--- src/rtl/pipe_stage_buf.sv ---
// Inter-stage valid/ready latch with 2-entry skid buffer, flush-to-bubble and global freeze; 1-cycle latency.
// in_ready comes from registers only (skid full or frozen), so no combinational ready path crosses stages.
// Optional saturating stall/bubble counters are built when PIPE_STAGE_STATS_EN is defined.
module pipe_stage_buf #(
    parameter int DATA_W = 133,
    parameter int CTRL_W = 3,
    parameter int CNT_W  = 16
) (
    input  logic              clk,
    input  logic              reset,
    input  logic              cpu_en,
    input  logic              flush,
    input  logic              in_valid,
    output logic              in_ready,
    input  logic [CTRL_W-1:0] in_ctrl,
    input  logic [DATA_W-1:0] in_data,
    output logic              out_valid,
    input  logic              out_ready,
    output logic [CTRL_W-1:0] out_ctrl,
    output logic [DATA_W-1:0] out_data,
    output logic [CNT_W-1:0]  stall_cnt,
    output logic [CNT_W-1:0]  bubble_cnt
);

    typedef enum logic [1:0] {
        EMPTY = 2'd0,
        ONE   = 2'd1,
        TWO   = 2'd2
    } state_t;

    state_t            state;
    state_t            state_nxt;
    logic              main_valid;
    logic              skid_valid;
    logic [CTRL_W-1:0] main_ctrl;
    logic [CTRL_W-1:0] skid_ctrl;
    logic [DATA_W-1:0] main_data;
    logic [DATA_W-1:0] skid_data;
    logic              accept;
    logic              drain;
    logic              load_main_in;
    logic              load_main_skid;
    logic              load_skid_in;

    assign main_valid = (state == ONE) || (state == TWO);
    assign skid_valid = (state == TWO);
    assign accept     = in_valid & in_ready;
    assign drain      = out_valid & out_ready;

    always_ff @(posedge clk or posedge reset) begin
        if (reset) begin
            state <= EMPTY;
        end else if (flush) begin
            state <= EMPTY;
        end else if (cpu_en) begin
            state <= state_nxt;
        end
    end

    always_comb begin
        state_nxt      = state;
        load_main_in   = 1'b0;
        load_main_skid = 1'b0;
        load_skid_in   = 1'b0;
        case (state)
            EMPTY: begin
                if (accept) begin
                    state_nxt    = ONE;
                    load_main_in = 1'b1;
                end
            end
            ONE: begin
                if (accept && drain) begin
                    load_main_in = 1'b1;
                end else if (accept) begin
                    state_nxt    = TWO;
                    load_skid_in = 1'b1;
                end else if (drain) begin
                    state_nxt = EMPTY;
                end
            end
            TWO: begin
                // skid is always older than anything arriving, so it refills main first
                if (drain) begin
                    state_nxt      = ONE;
                    load_main_skid = 1'b1;
                end
            end
            default: state_nxt = EMPTY;
        endcase
    end

    always_ff @(posedge clk or posedge reset) begin
        if (reset) begin
            main_ctrl <= '0;
            skid_ctrl <= '0;
        end else if (flush) begin
            main_ctrl <= '0;
            skid_ctrl <= '0;
        end else if (cpu_en) begin
            if (load_main_in) begin
                main_ctrl <= in_ctrl;
            end else if (load_main_skid) begin
                main_ctrl <= skid_ctrl;
            end
            if (load_skid_in) begin
                skid_ctrl <= in_ctrl;
            end
        end
    end

    // payload needs no reset: it is only observed while the matching valid is set
    always_ff @(posedge clk) begin
        if (!flush && cpu_en) begin
            if (load_main_in) begin
                main_data <= in_data;
            end else if (load_main_skid) begin
                main_data <= skid_data;
            end
            if (load_skid_in) begin
                skid_data <= in_data;
            end
        end
    end

    always_comb begin
        in_ready  = cpu_en & ~skid_valid;
        out_valid = cpu_en & main_valid;
        out_ctrl  = out_valid ? main_ctrl : '0;
        out_data  = main_data;
    end

`ifdef PIPE_STAGE_STATS_EN
    logic [CNT_W-1:0] stall_q;
    logic [CNT_W-1:0] bubble_q;

    always_ff @(posedge clk or posedge reset) begin
        if (reset) begin
            stall_q  <= '0;
            bubble_q <= '0;
        end else begin
            if (cpu_en && main_valid && !out_ready && (stall_q != '1)) begin
                stall_q <= stall_q + 1'b1;
            end
            if (cpu_en && !main_valid && (bubble_q != '1)) begin
                bubble_q <= bubble_q + 1'b1;
            end
        end
    end

    assign stall_cnt  = stall_q;
    assign bubble_cnt = bubble_q;
`else
    assign stall_cnt  = '0;
    assign bubble_cnt = '0;
`endif

endmodule
--- config.mk ---
export PLATFORM = sky130hd
export DESIGN_NAME = pipe_stage_buf
export DESIGN_NICKNAME = d
export VERILOG_FILES = /design/src/rtl/pipe_stage_buf.sv
export SDC_FILE = /design/constraint.sdc
export NUM_CORES = 1
export LEC_CHECK = 0
export ABC_AREA = 1
export CORE_AREA = 3 3 194 148
export DETAILED_ROUTE_END_ITERATION = 16
export DIE_AREA = 0 0 197 151
export GPL_TIMING_DRIVEN = 0
export PLACE_DENSITY = 0.71
export SYNTH_ARGS = -nofsm -noshare
export SYNTH_HDL_FRONTEND = slang
export SYNTH_SLANG_ARGS = --single-unit
--- constraint.sdc ---
create_clock -name clk -period 7.9 [get_ports clk]
set_clock_uncertainty 0.1 [all_clocks]
set_input_delay 1.58 -clock clk [delete_from_list [all_inputs] [get_ports clk]]
set_output_delay 1.58 -clock clk [all_outputs]
set_load 0.02 [all_outputs]
Word-level counts from Yosys, hierarchy flattened
Index checks and enable logic that the tools add are counted.
{"block": "word_totals", "register_bits": 274, "word_cells": 55, "output_inout_bits": 170, "input_bits": 142}
{"block": "classes", "bitwise_logic": 5, "mux": 25, "reduce_logical": 14, "n_eq_ne": 6}
{"cell": "$mux 133", "n": 2}
{"cell": "$mux 3", "n": 8}
{"cell": "$mux 2", "n": 7}
{"cell": "$reduce_and 2->1", "n": 4}
{"cell": "$mux 1", "n": 6}
{"cell": "$ne 3x3->1 const B", "n": 2}
{"cell": "$pmux 2 s3", "n": 1}
{"cell": "$reduce_bool 2->1", "n": 3}
{"cell": "$reduce_and 5->1", "n": 1}
{"cell": "$and 1x1->1", "n": 4}
{"cell": "$ne 4x4->1 const B", "n": 1}
{"cell": "$ne 3x2->1 const B", "n": 1}
{"cell": "$reduce_bool 3->1", "n": 1}
{"cell": "$eq 2x1->1 const B", "n": 1}
{"cell": "$eq 2x2->1 const B", "n": 1}
{"cell": "$logic_and 1x1->1", "n": 2}
{"cell": "$logic_not 2->1", "n": 1}
{"cell": "$pmux 1 s2", "n": 1}
{"cell": "$logic_not 1->1", "n": 1}
{"cell": "$logic_or 1x1->1", "n": 1}
{"cell": "$not 1->1", "n": 1}

Depth between registers and ports, before layout
{"block": "logic_depth", "word_depth": 10, "ltp_mapped": 11, "depth_no_buf": 11}

Worst setup path before layout
OpenSTA, ideal clock, no wires.
{"block": "synth_path", "path_type": "input -> register", "startpoint": "in cpu_en", "endpoint": "reg main_data[0] (netlist: out_data[0]) (enable)", "n_path_buf": 0, "required_ns": 7.124, "stages": 4, "path_slack_ns": -1.369, "setup_time_ns": 0.676, "arrival_ns": 8.494, "path_cell_list": "nand2_1 -> inv_1 -> nand3_1 -> a21oi_1"}
{"block": "synth_via", "elab_chain_len": 7, "elab_cells_between_ends": 13, "classes_between": "mux (5); bitwise (4); reduce/logical (4)"}
{"item": "start: declaration", "line_no": "11", "rtl": "input logic cpu_en,"}
{"item": "$and 1x1->1 *", "line_no": "128", "rtl": "out_valid = cpu_en & main_valid;"}
{"item": "named net out_valid", "line_no": "17", "rtl": "output logic out_valid,"}
{"item": "$and 1x1->1 *", "line_no": "48", "rtl": "assign drain = out_valid & out_ready;"}
{"item": "$logic_and 1x1->1", "line_no": "73", "rtl": "if (accept && drain) begin"}
{"item": "$mux 1", "line_no": "73"}
{"item": "$pmux 1 s2", "line_no": "65", "rtl": "case (state)"}
{"item": "$reduce_bool 2->1 (no source line) *"}
{"item": "$reduce_and 2->1 (no source line) *"}
{"item": "end signal: assignment", "line_no": "116", "rtl": "main_data <= in_data;"}
{"item": "end signal: assignment", "line_no": "118", "rtl": "main_data <= skid_data;"}
{"item": "end: declaration", "line_no": "37", "rtl": "logic [DATA_W-1:0] main_data;"}
The timed path passes the listed nets; every way through them passes the cells marked *.
A chain may end at the register's enable or synchronous reset.

Final worst setup path
{"block": "layout_path", "startpoint": "in cpu_en", "endpoint": "out out_ctrl[2]"}
{"block": "layout_via", "elab_chain_len": 2}
{"item": "$and 1x1->1", "line_no": "128"}
{"item": "$mux 3", "line_no": "129", "rtl": "out_ctrl = out_valid ? main_ctrl : '0;"}
{"item": "end: declaration", "line_no": "19", "rtl": "output logic [CTRL_W-1:0] out_ctrl,"}
Every way passes these cells.

==> metrics.md <==
| Metric | Value |
|---|---|
| Crit path DAT | `2990 ps` |
| Std cell rows | `52` |
| Final period util | `59.1%` |
| Buf/Inv on CP | `2` |
| TritonCTS clock tree | `yes` |
| Post-Syn Area per Cell | `12.9 sq um` |
| Slew @ Worst Pin | `576 ps` |
| Unrepaired setup endpoints after global routing | `false` |
| WL final | `26.9 mm` |
| Antenna violations before repair | `0` |
| Element type at the critical path start | `input pin` |
| Number of global-route vias before repair | `7173` |
| H-Tree Depth | `1` |
| Root Driver | `clkbuf_16` |
| Worst R2R Path Depth | `9` |
| PortBufs | `279` |
| Routed via count | `7330` |
| Die ar. | `29700 sq um` |
| Synth cell types | `19` |
| Post-route minimum period | `4670 ps` |
| Reg-to-reg critical path startpoint | `state[0]$_DFFE_PP0P_` |
| Total power per unit cell area | `255 nW/um^2` |
| GRT Total Usage | `17.3%` |
| Nets | `1325` |
| Max IR drop VDD | `0.146 mV` |
| Postcts setup bufs | `0` |
| Worst skew pair latency | `530 ps` |
| Layout cells sized above 1 | `10.6%` |
| Pre-antenna DRT Iters | `4` |
| Dpl hpwl | `18.7 mm` |
| # fillers | `2254` |
| Slowest CP cell | `clkdlybuf4s50_1` |
| Worst R2R Setup Slack | `4890 ps` |
| Max Transition Viols Final | `0` |
| Max Buffers Root-to-Sink | `3` |
| CP Max Fanout | `4` |
| Drt wl/cell | `17.3 microns` |
| Sink Count | `274` |
| Fmax | `0.214 GHz` |
| CTS resizes | `0` |
| Die Y-Extent | `151 microns` |
| Layout area overhead | `40.8%` |
| CP peak stage delay | `610 ps` |
| Slew HR | `61.6%` |
| Sequence of cells on the critical path | `clkdlybuf4s50_1 -> nand2_1 -> nor2_1 -> clkdlybuf4s50_1` |
| CORE AREA | `26900 sq um` |
| Worst Setup Path Type | `in2out` |
| Grt ovf | `0` |
| Post-synthesis sequential area ratio | `76.3%` |
| Hold Path Class | `reg2reg` |
| Vias per Instance | `4.72` |
| Largest net degree at the start of global routing | `94` |
| Num CTS Buffers | `28` |
| CP endpoint | `out_ctrl[2]` |
| Hold slack final | `388 ps` |
| Yosys warns | `0` |
| Static Leak | `5.93 nW` |
| Antenna-violating nets left | `0` |
| Final setup fails | `0` |
| First-pass GRT wire length | `40.3 mm` |
| Final Hold Viols | `0` |
| Worst EP required | `6220 ps` |
| Synthesized area | `10700 sq um` |
| Critical path depth | `4` |
| # hold bufs at CTS | `0` |
| CP delay by family, top | `buffers and inverters` |
| Total power | `3.85 mW` |
| Clock transition at path regs | `60 ps` |
| Reg-to-Reg End | `skid_data[43]$_DFFE_PP_` |
| Flops & latches, synth | `274` |
| Most used cell, CP | `clkdlybuf4s50_1` |
| Final GP Congestion | `0.771` |
| Cells after Synth | `833` |
| Critical path endpoint category | `output pin` |
| Status | `complete, no violations` |
| Initial DRC count | `376` |
| Initial cell density of the core | `39.8%` |
| Max-cap violations | `0` |
| I/O Pins | `312` |
| Worst Setup SP | `cpu_en` |
| Drt drc | `0` |
| Die Width | `197 microns` |
## area by class of cell
cell class,count,area [sq um],share of cell area [%]
flip-flops and latches,274,8190,54.2
repair buffers,285,2930,19.4
multi-input cells,498,2120,14.0
clock buffers,31,712,4.71
plain buffers,77,498,3.29
well taps,351,439,2.91
clock inverters,21,165,1.09
inverters,15,61.3,0.406
diodes,2,5.00,0.0331
## report_power, final
part           switching [mW]  internal [mW]  total [mW]
Combinational           0.501          0.318       0.819
Sequential             0.0281           1.74        1.77
Clock                   0.550          0.715        1.27
Total                    1.08           2.77        3.85
## worst register-to-register path: cells and delay by family (launching register included)
family / cells / cell delay, ps
buffers and inverters: 6 / 1330
DFF: 1 / 410
and+or+nand+nor: 2 / 370
adders and majority gates: 1 / 270
## registers in the layout (all words and copies together) (netlist names)
name / cells
skid_ctrl: 3
skid_data: 133
out_data: 133
main_ctrl: 3
state: 2
## how the worst min path moves through the flow
stage | to | startpoint | cells past startpoint | slack [ps]
after global placement | main_ctrl[1]$_DFFE_PP0P_ | main_ctrl[1]$_DFFE_PP0P_ | 2 | 370
after detailed placement | main_ctrl[2]$_DFFE_PP0P_ | main_ctrl[2]$_DFFE_PP0P_ | 2 | 370
final | main_ctrl[2]$_DFFE_PP0P_ | main_ctrl[2]$_DFFE_PP0P_ | 2 | 390
after global routing | out_data[59]$_DFFE_PP_ | skid_data[59]$_DFFE_PP_ | 2 | 410
after floorplan | main_ctrl[0]$_DFFE_PP0P_ | main_ctrl[0]$_DFFE_PP0P_ | 2 | 350
after CTS | main_ctrl[2]$_DFFE_PP0P_ | main_ctrl[2]$_DFFE_PP0P_ | 2 | 390
## metrics by stage
step	setup WS (ps)	utilization [%]	cells	cell area [sq um]	setup TNS, ps
6_report	3230	56.1	1554	15100	0
5_1_grt	3160	56.1	1552	15100	0
4_1_cts	3230	56.1	1552	15100	0
3_5_place_dp	3230	52.8	1500	14200	0
3_3_place_gp	-1260	52.3	1494	14100	-169010
2_1_floorplan	1480	-	864	10900	0
## cells by family (layout without fill, tap and decap cells)
group                    Yosys count  after routing  share of synthesized area, %
AND/OR/NAND/NOR                  459            459                          17.8
AO/OA/AOI/OAI                      3              3                         0.198
buffers and inverters             92            429                          5.16
flip-flops                       274            274                          76.3
other                              1             34                        0.0349
adder cells (fa/ha/maj)            4              4                         0.466
## cells in the final DEF, fill, tap and decap left out
| cell | n |
|---|---|
| clkinv_8 | 1 |
| clkbuf_16 | 28 |
| clkinv_4 | 1 |
| clkinv_2 | 6 |
| ha_1 | 4 |
| diode_2 | 2 |
| buf_6 | 5 |
| edfxtp_1 | 266 |
| o21bai_2 | 1 |
| o21ai_0 | 1 |
| inv_1 | 13 |
| clkinv_1 | 9 |
| conb_1 | 32 |
| bufinv_16 | 2 |
| clkbuf_1 | 4 |
| nand3_1 | 146 |
| inv_6 | 2 |
| dfrtp_1 | 8 |
| a21oi_4 | 1 |
| clkinvlp_4 | 1 |
| nand3_2 | 1 |
| nor3_1 | 1 |
| inv_2 | 1 |
| buf_2 | 38 |
| nand4_1 | 1 |
| nor2_1 | 11 |
| buf_12 | 4 |
| clkdlybuf4s50_1 | 279 |
| buf_4 | 33 |
| nand2_1 | 299 |
| buf_16 | 2 |
## per-layer routing
metal	vias to the layer above	GRT usage (%)	wire length [microns]
li1	3539	-	-
met1	3466	23.9	11500
met2	291	27.8	12500
met3	34	4.56	2330
met4	0	4.17	551
met5	-	0	0
## cell usage after synthesis (all sizes together)
master / number / area [sq um]
nand2: 299 / 1120
edfxtp: 266 / 7990
nand3: 147 / 741
buf: 76 / 494
inv: 15 / 56.3
nor2: 11 / 41.3
dfrtp: 8 / 200
ha: 4 / 50.1
a21oi: 1 / 5.00
clkbuf: 1 / 3.75
conb: 1 / 3.75
nand4: 1 / 6.26
nor3: 1 / 5.00
o21ai: 1 / 5.00
o21bai: 1 / 11.3
Power figures use the tool's default switching activity.
